--- src/rtl/tile_matmul_sequencer_pkg.sv ---
// rtl/tile_matmul_sequencer_pkg.sv - shared defaults and state encoding for the tile sequencer
package tile_matmul_sequencer_pkg;

    localparam int DEF_AWIDTH            = 11;
    localparam int DEF_ADDR_STRIDE_WIDTH = 8;
    localparam int DEF_CNT_W             = 4;
    localparam int DEF_TIMEOUT_CYCLES    = 1024;

    typedef enum logic [2:0] {
        S_IDLE  = 3'd0,
        S_ISSUE = 3'd1,
        S_WAIT  = 3'd2,
        S_CLEAR = 3'd3,
        S_NEXT  = 3'd4,
`ifdef SEQ_TIMEOUT_EN
        S_DONE  = 3'd5,
        S_ERR   = 3'd6
`else
        S_DONE  = 3'd5
`endif
    } seq_state_t;

endpackage

--- src/rtl/tile_matmul_sequencer_if.sv ---
// rtl/tile_matmul_sequencer_if.sv - sequencer-to-engine control and address bundle
interface tile_matmul_sequencer_if #(
    parameter int AWIDTH            = 11,
    parameter int ADDR_STRIDE_WIDTH = 8
);
    logic                         mm_start;
    logic                         mm_clear_done;
    logic                         mm_done;
    logic [AWIDTH-1:0]            mm_addr_a;
    logic [AWIDTH-1:0]            mm_addr_b;
    logic [AWIDTH-1:0]            mm_addr_c;
    logic [ADDR_STRIDE_WIDTH-1:0] mm_stride_a;
    logic [ADDR_STRIDE_WIDTH-1:0] mm_stride_b;
    logic [ADDR_STRIDE_WIDTH-1:0] mm_stride_c;

    modport master (
        output mm_start, mm_clear_done, mm_addr_a, mm_addr_b, mm_addr_c,
        output mm_stride_a, mm_stride_b, mm_stride_c,
        input  mm_done
    );

    modport slave (
        input  mm_start, mm_clear_done, mm_addr_a, mm_addr_b, mm_addr_c,
        input  mm_stride_a, mm_stride_b, mm_stride_c,
        output mm_done
    );
endinterface

--- src/rtl/tile_matmul_sequencer_tile_addr_gen.sv ---
// rtl/tile_matmul_sequencer_tile_addr_gen.sv - row/col tile counters and A/B/C address accumulators
module tile_addr_gen #(
    parameter int AWIDTH = 11,
    parameter int CNT_W  = 4
) (
    input  logic              clk,
    input  logic              resetn,
    input  logic              restart,
    input  logic              step,
    input  logic [AWIDTH-1:0] base_a_i,
    input  logic [AWIDTH-1:0] base_b_i,
    input  logic [AWIDTH-1:0] base_c_i,
    input  logic [AWIDTH-1:0] reload_b_i,
    input  logic [AWIDTH-1:0] inc_a_i,
    input  logic [AWIDTH-1:0] inc_b_i,
    input  logic [AWIDTH-1:0] inc_c_i,
    input  logic [CNT_W-1:0]  tiles_m_i,
    input  logic [CNT_W-1:0]  tiles_n_i,
    output logic [CNT_W-1:0]  row_o,
    output logic [CNT_W-1:0]  col_o,
    output logic [AWIDTH-1:0] addr_a_o,
    output logic [AWIDTH-1:0] addr_b_o,
    output logic [AWIDTH-1:0] addr_c_o,
    output logic              last_col,
    output logic              last_tile
);
    logic [CNT_W-1:0]  row_q, col_q;
    logic [AWIDTH-1:0] addr_a_q, addr_b_q, addr_c_q;

    assign last_col  = (col_q == tiles_n_i);
    assign last_tile = last_col && (row_q == tiles_m_i);

    // Restart takes the raw cfg bases because the top latches cfg on the same edge.
    always_ff @(posedge clk) begin
        if (!resetn) begin
            row_q    <= '0;
            col_q    <= '0;
            addr_a_q <= '0;
            addr_b_q <= '0;
            addr_c_q <= '0;
        end else if (restart) begin
            row_q    <= '0;
            col_q    <= '0;
            addr_a_q <= base_a_i;
            addr_b_q <= base_b_i;
            addr_c_q <= base_c_i;
        end else if (step) begin
            addr_c_q <= addr_c_q + inc_c_i;
            if (!last_col) begin
                col_q    <= col_q + 1'b1;
                addr_b_q <= addr_b_q + inc_b_i;
            end else begin
                row_q    <= row_q + 1'b1;
                col_q    <= '0;
                addr_a_q <= addr_a_q + inc_a_i;
                addr_b_q <= reload_b_i;
            end
        end
    end

    assign row_o    = row_q;
    assign col_o    = col_q;
    assign addr_a_o = addr_a_q;
    assign addr_b_o = addr_b_q;
    assign addr_c_o = addr_c_q;
endmodule

--- src/rtl/tile_matmul_sequencer.sv ---
// rtl/tile_matmul_sequencer.sv - walks the output-tile grid driving the systolic engine; SEQ_TIMEOUT_EN adds a WAIT watchdog
module tile_matmul_sequencer
    import tile_matmul_sequencer_pkg::*;
#(
    parameter int AWIDTH            = DEF_AWIDTH,
    parameter int ADDR_STRIDE_WIDTH = DEF_ADDR_STRIDE_WIDTH,
    parameter int CNT_W             = DEF_CNT_W,
    parameter int TIMEOUT_CYCLES    = DEF_TIMEOUT_CYCLES
) (
    input  logic                         clk,
    input  logic                         resetn,
    input  logic                         cfg_start,
    input  logic [CNT_W-1:0]             cfg_tiles_m,
    input  logic [CNT_W-1:0]             cfg_tiles_n,
    input  logic [AWIDTH-1:0]            cfg_base_a,
    input  logic [AWIDTH-1:0]            cfg_base_b,
    input  logic [AWIDTH-1:0]            cfg_base_c,
    input  logic [AWIDTH-1:0]            cfg_inc_a,
    input  logic [AWIDTH-1:0]            cfg_inc_b,
    input  logic [AWIDTH-1:0]            cfg_inc_c,
    input  logic [ADDR_STRIDE_WIDTH-1:0] cfg_stride_a,
    input  logic [ADDR_STRIDE_WIDTH-1:0] cfg_stride_b,
    input  logic [ADDR_STRIDE_WIDTH-1:0] cfg_stride_c,
    tile_matmul_sequencer_if.master      mm,
    output logic                         busy,
    output logic                         seq_done,
`ifdef SEQ_TIMEOUT_EN
    output logic                         seq_err,
`endif
    output logic [2*CNT_W-1:0]           tile_idx
);
    seq_state_t state_q, state_d;
    logic load, step, last_col, last_tile;

    logic [CNT_W-1:0]             tiles_m_q, tiles_n_q;
    logic [AWIDTH-1:0]            base_b_q, inc_a_q, inc_b_q, inc_c_q;
    logic [ADDR_STRIDE_WIDTH-1:0] stride_a_q, stride_b_q, stride_c_q;
    logic [CNT_W-1:0]             row, col;

`ifdef SEQ_TIMEOUT_EN
    localparam int WD_W = $clog2(TIMEOUT_CYCLES + 1);
    logic [WD_W-1:0] wdog_q, wdog_d;
`endif

    always_comb begin
        state_d = state_q;
        load    = 1'b0;
        step    = 1'b0;
        case (state_q)
            S_IDLE, S_DONE: begin
                if (cfg_start) begin
                    load    = 1'b1;
                    state_d = S_ISSUE;
                end
            end
            S_ISSUE: state_d = S_WAIT;
            S_WAIT: begin
                if (mm.mm_done) begin
                    state_d = S_CLEAR;
`ifdef SEQ_TIMEOUT_EN
                end else if (wdog_q == WD_W'(TIMEOUT_CYCLES - 1)) begin
                    state_d = S_ERR;
`endif
                end
            end
            S_CLEAR: begin
                if (!mm.mm_done) state_d = S_NEXT;
            end
            S_NEXT: begin
                if (last_tile) begin
                    state_d = S_DONE;
                end else begin
                    step    = 1'b1;
                    state_d = S_ISSUE;
                end
            end
`ifdef SEQ_TIMEOUT_EN
            S_ERR: begin
                if (cfg_start) begin
                    load    = 1'b1;
                    state_d = S_ISSUE;
                end
            end
`endif
            default: state_d = S_IDLE;
        endcase
    end

`ifdef SEQ_TIMEOUT_EN
    // Counter holds TIMEOUT_CYCLES only during the first ERR cycle, which times the clear pulse.
    assign wdog_d = (state_q == S_WAIT) ? wdog_q + 1'b1 : '0;
`endif

    always_ff @(posedge clk) begin
        if (!resetn) begin
            state_q    <= S_IDLE;
            tiles_m_q  <= '0;
            tiles_n_q  <= '0;
            base_b_q   <= '0;
            inc_a_q    <= '0;
            inc_b_q    <= '0;
            inc_c_q    <= '0;
            stride_a_q <= '0;
            stride_b_q <= '0;
            stride_c_q <= '0;
`ifdef SEQ_TIMEOUT_EN
            wdog_q     <= '0;
`endif
        end else begin
            state_q <= state_d;
`ifdef SEQ_TIMEOUT_EN
            wdog_q  <= wdog_d;
`endif
            if (load) begin
                tiles_m_q  <= cfg_tiles_m;
                tiles_n_q  <= cfg_tiles_n;
                base_b_q   <= cfg_base_b;
                inc_a_q    <= cfg_inc_a;
                inc_b_q    <= cfg_inc_b;
                inc_c_q    <= cfg_inc_c;
                stride_a_q <= cfg_stride_a;
                stride_b_q <= cfg_stride_b;
                stride_c_q <= cfg_stride_c;
            end
        end
    end

    tile_addr_gen #(
        .AWIDTH (AWIDTH),
        .CNT_W  (CNT_W)
    ) u_addr_gen (
        .clk        (clk),
        .resetn     (resetn),
        .restart    (load),
        .step       (step),
        .base_a_i   (cfg_base_a),
        .base_b_i   (cfg_base_b),
        .base_c_i   (cfg_base_c),
        .reload_b_i (base_b_q),
        .inc_a_i    (inc_a_q),
        .inc_b_i    (inc_b_q),
        .inc_c_i    (inc_c_q),
        .tiles_m_i  (tiles_m_q),
        .tiles_n_i  (tiles_n_q),
        .row_o      (row),
        .col_o      (col),
        .addr_a_o   (mm.mm_addr_a),
        .addr_b_o   (mm.mm_addr_b),
        .addr_c_o   (mm.mm_addr_c),
        .last_col   (last_col),
        .last_tile  (last_tile)
    );

    assign mm.mm_start    = (state_q == S_ISSUE);
    assign mm.mm_stride_a = stride_a_q;
    assign mm.mm_stride_b = stride_b_q;
    assign mm.mm_stride_c = stride_c_q;
    assign busy           = (state_q == S_ISSUE) || (state_q == S_WAIT) ||
                            (state_q == S_CLEAR) || (state_q == S_NEXT);
    assign seq_done       = (state_q == S_DONE);
    assign tile_idx       = {row, col};

`ifdef SEQ_TIMEOUT_EN
    assign mm.mm_clear_done = (state_q == S_CLEAR) || ((state_q == S_ERR) && (wdog_q != '0));
    assign seq_err          = (state_q == S_ERR);
`else
    assign mm.mm_clear_done = (state_q == S_CLEAR);
`endif
endmodule
--- src/flat_wrapper.sv ---
// flat-port wrapper written by rule: the top's interface ports become plain ports
module tile_matmul_sequencer_flat import tile_matmul_sequencer_pkg::*;
#(
    parameter int AWIDTH            = DEF_AWIDTH,
    parameter int ADDR_STRIDE_WIDTH = DEF_ADDR_STRIDE_WIDTH,
    parameter int CNT_W             = DEF_CNT_W,
    parameter int TIMEOUT_CYCLES    = DEF_TIMEOUT_CYCLES
)
  (clk, resetn, cfg_start, cfg_tiles_m, cfg_tiles_n, cfg_base_a, cfg_base_b, cfg_base_c, cfg_inc_a, cfg_inc_b, cfg_inc_c, cfg_stride_a, cfg_stride_b, cfg_stride_c, busy, seq_done, tile_idx, mm_mm_start, mm_mm_clear_done, mm_mm_addr_a, mm_mm_addr_b, mm_mm_addr_c, mm_mm_stride_a, mm_mm_stride_b, mm_mm_stride_c, mm_mm_done);
  tile_matmul_sequencer_if #(.AWIDTH(AWIDTH), .ADDR_STRIDE_WIDTH(ADDR_STRIDE_WIDTH)) mm_i ();
  input  logic clk;
  input  logic resetn;
  input  logic cfg_start;
  input  logic [CNT_W-1:0] cfg_tiles_m;
  input  logic [CNT_W-1:0] cfg_tiles_n;
  input  logic [AWIDTH-1:0] cfg_base_a;
  input  logic [AWIDTH-1:0] cfg_base_b;
  input  logic [AWIDTH-1:0] cfg_base_c;
  input  logic [AWIDTH-1:0] cfg_inc_a;
  input  logic [AWIDTH-1:0] cfg_inc_b;
  input  logic [AWIDTH-1:0] cfg_inc_c;
  input  logic [ADDR_STRIDE_WIDTH-1:0] cfg_stride_a;
  input  logic [ADDR_STRIDE_WIDTH-1:0] cfg_stride_b;
  input  logic [ADDR_STRIDE_WIDTH-1:0] cfg_stride_c;
  output logic busy;
  output logic seq_done;
  output logic [2*CNT_W-1:0] tile_idx;
  output wire logic [$bits(mm_i.mm_start)-1:0] mm_mm_start;
  output wire logic [$bits(mm_i.mm_clear_done)-1:0] mm_mm_clear_done;
  output wire logic [$bits(mm_i.mm_addr_a)-1:0] mm_mm_addr_a;
  output wire logic [$bits(mm_i.mm_addr_b)-1:0] mm_mm_addr_b;
  output wire logic [$bits(mm_i.mm_addr_c)-1:0] mm_mm_addr_c;
  output wire logic [$bits(mm_i.mm_stride_a)-1:0] mm_mm_stride_a;
  output wire logic [$bits(mm_i.mm_stride_b)-1:0] mm_mm_stride_b;
  output wire logic [$bits(mm_i.mm_stride_c)-1:0] mm_mm_stride_c;
  input wire logic [$bits(mm_i.mm_done)-1:0] mm_mm_done;
  assign mm_mm_start = mm_i.mm_start;
  assign mm_mm_clear_done = mm_i.mm_clear_done;
  assign mm_mm_addr_a = mm_i.mm_addr_a;
  assign mm_mm_addr_b = mm_i.mm_addr_b;
  assign mm_mm_addr_c = mm_i.mm_addr_c;
  assign mm_mm_stride_a = mm_i.mm_stride_a;
  assign mm_mm_stride_b = mm_i.mm_stride_b;
  assign mm_mm_stride_c = mm_i.mm_stride_c;
  assign mm_i.mm_done = mm_mm_done;
  tile_matmul_sequencer #(.AWIDTH(AWIDTH), .ADDR_STRIDE_WIDTH(ADDR_STRIDE_WIDTH), .CNT_W(CNT_W), .TIMEOUT_CYCLES(TIMEOUT_CYCLES)) u_core (.clk(clk), .resetn(resetn), .cfg_start(cfg_start), .cfg_tiles_m(cfg_tiles_m), .cfg_tiles_n(cfg_tiles_n), .cfg_base_a(cfg_base_a), .cfg_base_b(cfg_base_b), .cfg_base_c(cfg_base_c), .cfg_inc_a(cfg_inc_a), .cfg_inc_b(cfg_inc_b), .cfg_inc_c(cfg_inc_c), .cfg_stride_a(cfg_stride_a), .cfg_stride_b(cfg_stride_b), .cfg_stride_c(cfg_stride_c), .mm(mm_i), .busy(busy), .seq_done(seq_done), .tile_idx(tile_idx));
endmodule
--- config.mk ---
export PLATFORM = sky130hd
export DESIGN_NAME = tile_matmul_sequencer_flat
export DESIGN_NICKNAME = d
export VERILOG_FILES = /design/src/rtl/tile_matmul_sequencer_pkg.sv /design/src/rtl/tile_matmul_sequencer_if.sv /design/src/rtl/tile_matmul_sequencer_tile_addr_gen.sv /design/src/rtl/tile_matmul_sequencer.sv /design/src/flat_wrapper.sv
export SDC_FILE = /design/constraint.sdc
export NUM_CORES = 1
export LEC_CHECK = 0
export ABC_AREA = 1
export CAP_MARGIN = 20
export CORE_MARGIN = 10
export CORE_UTILIZATION = 49
export CTS_CLUSTER_SIZE = 12
export DETAILED_ROUTE_END_ITERATION = 6
export MAX_ROUTING_LAYER = met4
export PLACE_DENSITY = 0.93
export SYNTH_ARGS = -nofsm -noshare
export SYNTH_HDL_FRONTEND = slang
export SYNTH_HIERARCHICAL = 1
export SYNTH_SLANG_ARGS = --single-unit
--- constraint.sdc ---
create_clock -name clk -period 2.8 [get_ports clk]
set_input_delay 0.56 -clock clk [delete_from_list [all_inputs] [get_ports clk]]
set_output_delay 0.56 -clock clk [all_outputs]
set_load 0.1 [all_outputs]
==> flow_metrics.tcl <==
set metrics [dict create \
    outcome "finished clean" \
    synth-main-ff-cell "dfxtp_1" \
    gr-total-overflow 0 \
    synthArstFlopShare_pct 0 \
    place_area_um2 8040 \
    crit_arrival_ns 2.77 \
    root_buffer "clkbuf_16" \
    hold_path.class "input pin to flip-flop" \
    vias_per_cell 5.23 \
    final_area_um2 8620 \
    worstSetupPathType "flip-flop to flip-flop" \
    crit_family "simple AND/OR/NAND/NOR gates" \
    numCtsBuffers 17 \
    rsz0062_at_grt "false" \
    synth-edff-count 0 \
    cts_tree "built" \
    setup_viol 0 \
    die_w_um 135 \
    n_fill_cell 1050 \
    nets 1216 \
    slew_headroom_pct 50.0 \
    ys_warn_count 6 \
    routedWlPerCell_um 15.2 \
    place_inst 1232 \
    syn_nets 1057 \
    postLayoutCoreUtil_pct 67.5 \
    grt_pass1_wl_um 31400 \
    clock_sinks 120 \
    gp_congestion 0.924 \
    drt-pass1-iter-count 6 \
    p_leak_nw 4.04 \
    hold_viol_final 0 \
    cts_hold_buffers 0 \
    reg2reg_from "u_core/u_addr_gen/col_o[2]" \
    pre_cts_ws_ns 0.373 \
    crit_path_max_fanout 20 \
    postCtsSetupRepairBufs 0 \
    ant_nets 0 \
    grt_use_total_pct 21.5 \
    max_stage_delay_ns 0.53 \
    coreArea_um2 12800 \
    synth_cell_type_count 41 \
    crit_required_ns 3.14 \
    clk_latency_ns 0.41 \
    fin_crit_ns 2.43 \
    portBuffers 170 \
    hp-start "resetn" \
    regArea_um2 2400 \
    area_growth_syn_to_layout_pct 33.4 \
    io_pins 171 \
    postSynthCellCount 920 \
    detailed_place_hpwl_um 13700 \
    start_util_pct 50.6 \
    ctsResizeCount 0 \
    end_kind "flip-flop" \
    path_clk_slew_ns 0.05 \
    wirelength_um 19200 \
    vias 6616 \
    critPathBufInv 4 \
    row_count 41 \
    htreeDepth 4 \
    layout-drive-gt1-share_pct 12.5 \
    cp-startpoint "u_core/u_addr_gen/col_o[2]" \
    start_kind "flip-flop" \
    multiInputGateArea_um2 3490 \
    drv_slew 0 \
    cts.path.max_buffers 2 \
    synth_seq_cells 120 \
    ir_drop_mv 0.556 \
    fin_skew_ns 0.00766 \
    drt_iter0_markers 489 \
    finalPower_mw 7.55 \
    ys_seq_area_share_pct 37.2 \
    synth.avg_cell_area_um2 7.03 \
    fin_tns_setup_ns 0 \
    syn-cell-area_um2 6460 \
    antennaDiodeCount 0 \
    stdcell_count 1264 \
    fin_ws_ns 0.370 \
    whs_ns 0.463 \
    cp_cell_sequence "xor2_1 > nor2_2 > nand2_2 > inv_1 > nand3_1 > nor3_2 > nor2_1 > inv_2 > nor2_1 > buf_4 > inv_2 > a21oi_1 > o21ai_0 > a31oi_1" \
    critPathSlowestCell "nor2_1" \
    fin_crit_sh_pct 86.8 \
    cap_violations 0 \
    die_area_um2 18200 \
    drcViolationCount 0 \
    power_density_nw_per_um2 876 \
    worst_pin_slew_ns 0.750 \
    antenna_found_initial 0 \
    grt_max_degree 77 \
    die_y_um 135 \
    grt_pass1_vias 6529 \
    fmax_mhz 411 \
]
[worst min-delay path: cells and delay by family]
kind / cells / cell delay (ns)
buffers and inverters: 1 / 0.14
AOI/OAI and AO/OA: 1 / 0.09
and+or+nand+nor: 1 / 0.04
[cell usage in the layout (no fill, tap or decap), types with 7 or more instances in the layout]
| master | count |
|---|---|
| a21oi_1 | 53 |
| a22oi_1 | 17 |
| buf_4 | 76 |
| clkbuf_16 | 17 |
| clkdlybuf4s50_1 | 100 |
| dfxtp_1 | 120 |
| ha_1 | 32 |
| inv_1 | 79 |
| nand2_1 | 152 |
| nand3_1 | 63 |
| nand4_1 | 7 |
| nor2_1 | 190 |
| o21ai_0 | 74 |
| o21ai_1 | 25 |
| xnor2_1 | 9 |
| xor2_1 | 9 |
[where the power goes]
part / internal (mW) / switching, mW
combinational: 0.903 / 2.32
sequential: 2.01 / 0.224
clock: 1.36 / 0.744
total: 4.27 / 3.29
[state kept, by name (all words and copies together) (netlist names)]
signal                      count
u_core/base_b_q                11
u_core/inc_a_q                 11
u_core/inc_b_q                 11
u_core/inc_c_q                 11
u_core/mm.mm_stride_a           8
u_core/mm.mm_stride_b           8
u_core/mm.mm_stride_c           8
u_core/state_q                  3
u_core/tiles_m_q                4
u_core/tiles_n_q                4
u_core/u_addr_gen/addr_a_o     11
u_core/u_addr_gen/addr_b_o     11
u_core/u_addr_gen/addr_c_o     11
u_core/u_addr_gen/col_o         4
u_core/u_addr_gen/row_o         4
[per-layer routing]
layer | share of wire [%] | track usage (%)
met4 | 1.8 | 6.77
met3 | 7.4 | 6.49
met5 | 0 | -
met2 | 48 | 35.1
met1 | 43 | 24.9
[cell usage after synthesis (5+ instances only)]
| cell | n | area, um2 |
|---|---|---|
| nand4_1 | 7 | 43.8 |
| nand2_1 | 152 | 571 |
| ha_1 | 32 | 400 |
| dfxtp_1 | 120 | 2400 |
| a21oi_1 | 53 | 265 |
| nand3_1 | 63 | 315 |
| clkbuf_1 | 16 | 60.1 |
| o21ai_0 | 74 | 370 |
| xnor2_1 | 9 | 78.8 |
| nor2_1 | 191 | 717 |
| xor2_1 | 9 | 78.8 |
| o21ai_1 | 25 | 125 |
| buf_2 | 8 | 40.0 |
| nand2_2 | 5 | 31.3 |
| inv_1 | 79 | 297 |
| buf_6 | 12 | 135 |
| a22oi_1 | 17 | 128 |
[logic make-up (layout without fill, tap and decap cells)]
| group | count (synthesis) | count (layout) | synth area share [%] |
|---|---|---|---|
| xor gates and xnor gates | 18 | 18 | 2.44 |
| AOI/OAI and AO/OA | 188 | 188 | 16.3 |
| adders and majority gates | 35 | 35 | 7.12 |
| buffers and inverters | 123 | 295 | 8.86 |
| DFF | 120 | 120 | 37.2 |
| and+or+nand+nor | 436 | 436 | 28.2 |
[layout make-up]
type | count | share of cell area, %
Multi-Input combinational cell | 677 | 40.5
Sequential cell | 120 | 27.9
Timing Repair Buffer | 179 | 18.7
Clock buffer | 25 | 5.98
Inverter | 84 | 3.67
Tap cell | 172 | 2.50
Clock inverter | 7 | 0.754
[path summary, 6_finish.rpt]
check                                       end  slack, ns  cells after the start
setup / recovery  u_core/u_addr_gen/addr_c_o[2]       0.37                     14
setup reg to reg  u_core/u_addr_gen/addr_c_o[2]       0.37                     14
hold reg to reg              u_core/base_b_q[0]       0.48                      2
hold / removal                u_core/inc_a_q[6]       0.46                      3
Note: power is estimated with default switching activity, not from simulation.
